### src/rtl/audio_pkg.sv
// audio_pkg: shared widths, FSM encoding and arbitration modes for the audio frame arbiter.
package audio_pkg;
    localparam int SAMPLE_W = 32;
    localparam int FRAME_DIV_DEFAULT = 251;
    typedef enum logic {ST_IDLE = 1'b0, ST_RUN = 1'b1} state_e;
    localparam logic ARB_PRIO = 1'b0;
    localparam logic ARB_RR = 1'b1;
endpackage

### src/rtl/audio_src_buffer.sv
// audio_src_buffer: one-entry valid/ready holding register, emptied by the arbiter's clear.
module audio_src_buffer
    import audio_pkg::*;
(
    input  logic                clk_i,
    input  logic                rst_ni,
    input  logic                valid_i,
    input  logic [SAMPLE_W-1:0] data_i,
    input  logic                clear_i,
    output logic                ready_o,
    output logic                full_o,
    output logic [SAMPLE_W-1:0] data_o
);
    logic                full_q, full_d, take;
    logic [SAMPLE_W-1:0] data_q, data_d;

    always_comb begin
        take   = valid_i && !full_q;
        full_d = clear_i ? 1'b0 : (take || full_q);
        data_d = take ? data_i : data_q;
    end

    always_ff @(posedge clk_i or negedge rst_ni) begin
        if (!rst_ni) begin
            full_q <= 1'b0;
            data_q <= '0;
        end else begin
            full_q <= full_d;
            data_q <= data_d;
        end
    end

    assign ready_o = ~full_q;
    assign full_o  = full_q;
    assign data_o  = data_q;
endmodule

### src/rtl/audio_frame_arbiter.sv
// audio_frame_arbiter: frame scheduler granting one of two buffered sources per frame
// to the serializer, with fixed-priority or round-robin arbitration and underrun counting.
module audio_frame_arbiter
    import audio_pkg::*;
#(
    parameter int FRAME_DIV = FRAME_DIV_DEFAULT,
    parameter int HOLD_LAST = 1,
    parameter int CNT_W     = 16
) (
    input  logic                clock_12Mhz,
    input  logic                reset_n,
    input  logic                enable,
    input  logic                arb_mode,
    input  logic [SAMPLE_W-1:0] src0_data,
    input  logic                src0_valid,
    output logic                src0_ready,
    input  logic [SAMPLE_W-1:0] src1_data,
    input  logic                src1_valid,
    output logic                src1_ready,
    output logic [SAMPLE_W-1:0] audio_data_out,
    output logic                frame_strobe,
    output logic                grant_src,
    output logic                underrun,
    output logic [CNT_W-1:0]    underrun_cnt
);
    localparam int CW = (FRAME_DIV > 1) ? $clog2(FRAME_DIV) : 1;
    localparam logic [CW-1:0] TC = CW'(FRAME_DIV - 1);

    state_e              state_q, state_d;
    logic [CW-1:0]       cnt_q, cnt_d;
    logic                rr_q, rr_d, grant_q, grant_d;
    logic                strobe_q, strobe_d, under_q, under_d;
    logic [SAMPLE_W-1:0] data_q, data_d;
    logic [CNT_W-1:0]    ucnt_q, ucnt_d;
    logic                full0, full1, clr0, clr1;
    logic                run, tc, both, pick1, hit, miss;
    logic [SAMPLE_W-1:0] bdata0, bdata1;

    audio_src_buffer u_buf0 (
        .clk_i   (clock_12Mhz),
        .rst_ni  (reset_n),
        .valid_i (src0_valid),
        .data_i  (src0_data),
        .clear_i (clr0),
        .ready_o (src0_ready),
        .full_o  (full0),
        .data_o  (bdata0)
    );

    audio_src_buffer u_buf1 (
        .clk_i   (clock_12Mhz),
        .rst_ni  (reset_n),
        .valid_i (src1_valid),
        .data_i  (src1_data),
        .clear_i (clr1),
        .ready_o (src1_ready),
        .full_o  (full1),
        .data_o  (bdata1)
    );

    // rr_q remembers the last round-robin winner; the other source goes next on contention.
    always_comb begin
        run      = state_q == ST_RUN;
        tc       = run && cnt_q == TC;
        both     = full0 && full1;
        pick1    = both ? (arb_mode == ARB_RR && !rr_q) : full1;
        hit      = tc && (full0 || full1);
        miss     = tc && !hit;
        clr0     = hit && !pick1;
        clr1     = hit && pick1;
        state_d  = enable ? ST_RUN : ST_IDLE;
        cnt_d    = (run && enable && !tc) ? cnt_q + 1'b1 : '0;
        rr_d     = (hit && both && arb_mode == ARB_RR) ? pick1 : rr_q;
        data_d   = hit ? (pick1 ? bdata1 : bdata0) : (miss && HOLD_LAST == 0) ? '0 : data_q;
        grant_d  = hit ? pick1 : grant_q;
        strobe_d = tc;
        under_d  = miss;
        ucnt_d   = (miss && ucnt_q != '1) ? ucnt_q + 1'b1 : ucnt_q;
    end

    always_ff @(posedge clock_12Mhz or negedge reset_n) begin
        if (!reset_n) begin
            state_q  <= ST_IDLE;
            cnt_q    <= '0;
            rr_q     <= 1'b1;
            grant_q  <= 1'b0;
            strobe_q <= 1'b0;
            under_q  <= 1'b0;
            data_q   <= '0;
            ucnt_q   <= '0;
        end else begin
            state_q  <= state_d;
            cnt_q    <= cnt_d;
            rr_q     <= rr_d;
            grant_q  <= grant_d;
            strobe_q <= strobe_d;
            under_q  <= under_d;
            data_q   <= data_d;
            ucnt_q   <= ucnt_d;
        end
    end

    assign audio_data_out = data_q;
    assign frame_strobe   = strobe_q;
    assign grant_src      = grant_q;
    assign underrun       = under_q;
    assign underrun_cnt   = ucnt_q;
endmodule

### config.mk
export PLATFORM = sky130hd
export DESIGN_NAME = audio_frame_arbiter
export DESIGN_NICKNAME = d
export VERILOG_FILES = /design/src/rtl/audio_pkg.sv /design/src/rtl/audio_src_buffer.sv /design/src/rtl/audio_frame_arbiter.sv
export SDC_FILE = /design/constraint.sdc
export NUM_CORES = 1
export LEC_CHECK = 0
export ABC_AREA = 1
export ABC_CLOCK_PERIOD_IN_PS = 3250
export BUFFER_PORTS_ARGS = -buffer_cell sky130_fd_sc_hd__buf_2
export CORE_MARGIN = 3
export CORE_UTILIZATION = 25
export CTS_CLUSTER_SIZE = 8
export DETAILED_ROUTE_END_ITERATION = 12
export PLACE_DENSITY = 0.5
export SYNTH_ARGS = -nofsm -noshare
export SYNTH_HDL_FRONTEND = slang
export SYNTH_HIERARCHICAL = 1
export SYNTH_SLANG_ARGS = --single-unit
### constraint.sdc
create_clock -name clock_12Mhz -period 3.25 [get_ports clock_12Mhz]
set_input_delay 0.1625 -clock clock_12Mhz [delete_from_list [all_inputs] [get_ports clock_12Mhz]]
set_output_delay 0.1625 -clock clock_12Mhz [all_outputs]
set_load 0.01 [all_outputs]
# Word level (Yosys, flattened, before mapping)
# Index checks and enable logic that the tools add are counted.
dict set report word_totals {
  regBits 127
  latch_bits 0
  ramBits 0
  mem_bits_ro 0
  word_cells 47
  mem_count 0
}
dict set report op_classes {
  addsub 2
  mul 0
  n_div 0
  n_lt_le_gt_ge 0
  eq_ne 2
  shifts 0
  mux 6
  bitwise 2
  reduce_logical 23
}
# cell n
set op_table {}
lappend op_table {{2-to-1 mux 32 bit} 1}
lappend op_table {{adder 16 x 1 -> 16 bit (second input constant)} 1}
lappend op_table {{inequality test 16 bit (second input constant)} 1}
lappend op_table {{logical AND 1 bit} 14}
lappend op_table {{adder 8 x 1 -> 8 bit (second input constant)} 1}
lappend op_table {{== test 8 bit (second input constant)} 1}
lappend op_table {{2-to-1 mux 8 bit} 1}
lappend op_table {{logical NOT 1 bit} 6}
lappend op_table {{2-to-1 mux 1 bit} 4}
lappend op_table {{logical OR 1 bit} 3}
lappend op_table {{NOT 1 bit} 2}

# Longest topological paths before layout
dict set report logic_depth {
  depth_word 6
  depth_mapped 10
}

# By module
# Netlist, hierarchy kept.
# module instances cells_per_inst area_per_inst_um2 seq_area_each_um2
set by_module_without_submodules {}
lappend by_module_without_submodules {audio_frame_arbiter 1 466 3273.1 1527.7}
lappend by_module_without_submodules {audio_src_buffer 2 143 1330.0 825.8}

# Worst setup path after synthesis
# OpenSTA, ideal clock, no wires.
dict set report synth_timing {
  kind {register to register}
  from {register ucnt_q[0], in the netlist underrun_cnt[0]}
  to {register ucnt_q[11], in the netlist underrun_cnt[11]}
  setup_time_ns 0.117
  arrival_time_ns 1.451
  t_required_ns 3.133
  setup_slack_ns 1.682
  stages_incl_launch_ff 11
  n_path_buf 1
  path_cell_list {dfrtp_1 -> ha_1 -> nand3_1 -> inv_2 -> nand2_2 -> clkinv_1 -> nand2_1 -> nand2_2 -> buf_4 -> nand2_1 -> nand2_1}
}
dict set report synth_between {
  elab_chain_len 2
}
# item line_no
set synth_lines {}
lappend synth_lines {{start: declaration} audio_frame_arbiter.sv:34} ;# logic [CNT_W-1:0] ucnt_q, ucnt_d;
lappend synth_lines {{start signal: assignment} audio_frame_arbiter.sv:99} ;# ucnt_q <= ucnt_d;
lappend synth_lines {{parallel branches: the longest is 2 deep, another holds adder 16 x 1 -> 16 bit} -}
# Several ways; the timed one is not identified.
# A chain may end at the register's enable or synchronous reset.

# Worst setup path in the final report
dict set report layout_timing {
  from {register cnt_q[0]}
  to {register data_q[11], in the netlist audio_data_out[11]}
}
dict set report layout_between {
  elab_chain_len 3
}
# item line_no
set layout_lines {}
lappend layout_lines {{start: declaration} audio_frame_arbiter.sv:30} ;# logic [CW-1:0] cnt_q, cnt_d;
lappend layout_lines {{start signal: assignment} audio_frame_arbiter.sv:93} ;# cnt_q <= cnt_d;
lappend layout_lines {{== test 8 bit} audio_frame_arbiter.sv:64} ;# tc = run && cnt_q == TC;
lappend layout_lines {{logical AND 1 bit} audio_frame_arbiter.sv:64}
lappend layout_lines {{logical AND 1 bit} audio_frame_arbiter.sv:67} ;# hit = tc && (full0 || full1);
lappend layout_lines {{end signal: assignment} audio_frame_arbiter.sv:98} ;# data_q <= data_d;
lappend layout_lines {{end: declaration} audio_frame_arbiter.sv:33} ;# logic [SAMPLE_W-1:0] data_q, data_d;
# No other way between the ends.

==> results_dict.tcl <==
set metrics [dict create \
    critical_path.cell_chain "inv_1 -> ha_1 -> inv_1 -> nor2_1 -> nand3_1 -> nor2_4 -> nand2_1 -> nand2_1" \
    syn_to_final_growth_pct 32.4 \
    synth_area_mm2 0.00593 \
    clock_power_share 0.473 \
    grt_util_all_layers 0.140 \
    power_leakage_nw 4.00 \
    grt_overflow_total 0 \
    synth.ff_latch_count 127 \
    grt_first_pass_wirelength_um 28400 \
    synth.top_cell.area_share 0.531 \
    grt_max_degree 80 \
    drcViolationCount 0 \
    synth_area_leaders "dfrtp_1, nand2_1, nand3_1" \
    critical_path_buf_inv_count 2 \
    final_cells 1243 \
    tightest_slew_ns 0.840 \
    maxCapViolCount 0 \
    ys_seq_area_frac 0.536 \
    fp.dieW_um 160 \
    critPathArrivalTime_ns 2.34 \
    hpwl_um 11000 \
    p_int_mw 2.90 \
    synth.net_count 825 \
    cts_hold_buf 57 \
    ant_nets 0 \
    clock_sinks 127 \
    numPlacedInstances 1156 \
    postSynth.asyncResetShare 1.00 \
    coreArea_mm2 0.0230 \
    crit_path_max_incr_delay_ns 0.66 \
    cpMaxStageDelayCell "nor2_4" \
    antenna_found_initial 0 \
    cp_top_family "simple AND/OR/NAND/NOR gates" \
    cts_max_level 4 \
    ys_dominant_reg_cell "dfrtp_1" \
    portBuffers 122 \
    drt_pass1_iterations 4 \
    synth.most_common_cell "nand2_1" \
    fin_crit_sh 0.613 \
    p_per_area_mw_per_mm2 481 \
    post_cts_resize_count 0 \
    die_h_um 160 \
    rows 55 \
    cts_tree "built" \
    required_ns 3.60 \
    clock_path_buffers 2 \
    ios 123 \
    worstSetupPathType "reg2reg" \
    num_vias 5243 \
    place_area_mm2 0.00674 \
    relSlewSlack 0.439 \
    rsz0062_at_grt "false" \
    cts_root_buffer "clkbuf_16" \
    start_kind "flop" \
    status "completed" \
    via_per_inst 4.22 \
    postCtsSetupRepairBufs 0 \
    syn_inst 752 \
    crit_path_end_kind "flop" \
    cts.clk_slew.worst_paths_ns 0.06 \
    clkLatencyLatePin_ns 0.41 \
    yosys_warnings 6 \
    grt_pass1_vias 5237 \
    synth_edf_count 0 \
    avgSynthCellArea_um2 7.89 \
    combPwrFrac 0.075 \
    initial_utilization 0.258 \
    seqPwrFrac 0.452 \
    finalInstanceArea_mm2 0.00786 \
    fmax_mhz 502 \
    drt_iter0_markers 295 \
    synth_common_cells "nand2_1, dfrtp_1, nand3_1" \
    skew_ns 0.00858 \
    cts_buffers 17 \
    setup_viol 0 \
    synth_top_cell_by_area "dfrtp_1" \
    yosysUniqueCellTypes 27 \
    nets 992 \
    place.gp.congestion 0.782 \
    p_sw_frac 0.234 \
    setup_tns_ns 0 \
    p_sw_uw 884 \
    wire_per_inst_um 13.9 \
    hp-class "in2reg" \
    ir_drop_mv 0.254 \
    drt_wl_total_um 17300 \
    dieArea_mm2 0.0256 \
    critPathMaxFanout 32 \
    drive_gt1_frac 0.194 \
    final-hold-violation-count 0 \
    fin_crit_ns 1.99 \
    antenna_cells 0 \
    slew_violations 0 \
]
[worst reg2reg max path, stage by stage, from the launching register on]
cell and delay [ns]:
dfrtp_1 0.41, inv_1 0.07, ha_1 0.16, inv_1 0.04, nor2_1 0.20, nand3_1 0.16
nor2_4 0.66, nand2_1 0.15, nand2_1 0.09
[layout by cell type (no fill, tap or decap), types with 6 or more instances in the layout]
cell	Yosys	final
dlygate4sd3_1	0	57
nand2_1	403	403
nand3_1	76	76
buf_2	10	121
nand2_2	14	14
nand4_1	6	6
nor2_1	36	36
inv_2	6	6
clkbuf_16	0	17
inv_1	17	17
dfrtp_1	126	126
[layout make-up]
cell class              instances  area (um^2)
fillers                      2489        15100
flip-flops and latches        127         3180
multi-input cells             566         2430
repair buffers                182         1220
clock buffers                  24          482
well taps                     313          392
inverters                      25         93.8
clock inverters                 6         60.1
[layer usage]
| layer | part of all wire | up-vias | global-route usage |
|---|---|---|---|
| met3 | 0.051 | 7 | 0.0371 |
| met4 | 0.0061 | 0 | 0.0296 |
| met1 | 0.47 | 2448 | 0.185 |
| met5 | 0 | - | 0 |
| li1 | - | 2666 | - |
| met2 | 0.48 | 122 | 0.232 |
[cells by family (layout without fill, tap and decap cells)]
family,count (synthesis),in the layout,share of synthesized area
simple gates,547,547,0.381
flops,127,127,0.536
buf+inv,59,237,0.0571
xor+xnor,9,9,0.0133
compound gates,7,7,0.00654
fa+ha+maj,3,3,0.00633
[stage by stage]
stage / hold slack [ns] / worst slack, ns / utilization / power (mW)
floorplan: -0.133 / 1.68 / - / 1.86
global placement: 0.279 / 1.26 / 0.293 / 1.97
detailed placement: 0.277 / 1.20 / 0.293 / 1.97
CTS: 0.00150 / 1.18 / 0.342 / 3.84
global route: 0.00368 / 0.936 / 0.342 / 3.97
finish: 0.0140 / 1.26 / 0.342 / 3.78
[worst paths after layout]
kind | startpoint | endpoint | slack, ns | depth (start not counted)
hold / removal | src1_data[28] | u_buf1/data_o[28] | 0.01 | 3
setup reg to reg | cnt_q[0] | audio_data_out[11] | 1.26 | 8
min in group asynchronous | reset_n | run | 0.37 | 2
max in group asynchronous | reset_n | u_buf0/data_o[0] | 2.16 | 3
setup / recovery | cnt_q[0] | audio_data_out[11] | 1.26 | 8
hold reg to reg | u_buf1/data_o[25] | u_buf1/data_o[25] | 0.47 | 2
[power groups by stage]
stage               Sequential, mW  Combinational [mW]  Clock [mW]
floorplan                     1.73               0.129           0
global placement              1.74               0.233           0
detailed placement            1.74               0.235           0
CTS                           1.71               0.289        1.84
global route                  1.72               0.328        1.92
finish                        1.71               0.283        1.79
[registers in the layout, indices dropped and copies added (netlist names)]
register,cells
u_buf0/data_o,32
grant_src,1
frame_strobe,1
u_buf0/full_o,1
rr_q,1
run,1
u_buf1/full_o,1
underrun_cnt,16
audio_data_out,32
underrun,1
u_buf1/data_o,32
cnt_q,8
(Power assumes the default switching activity.)
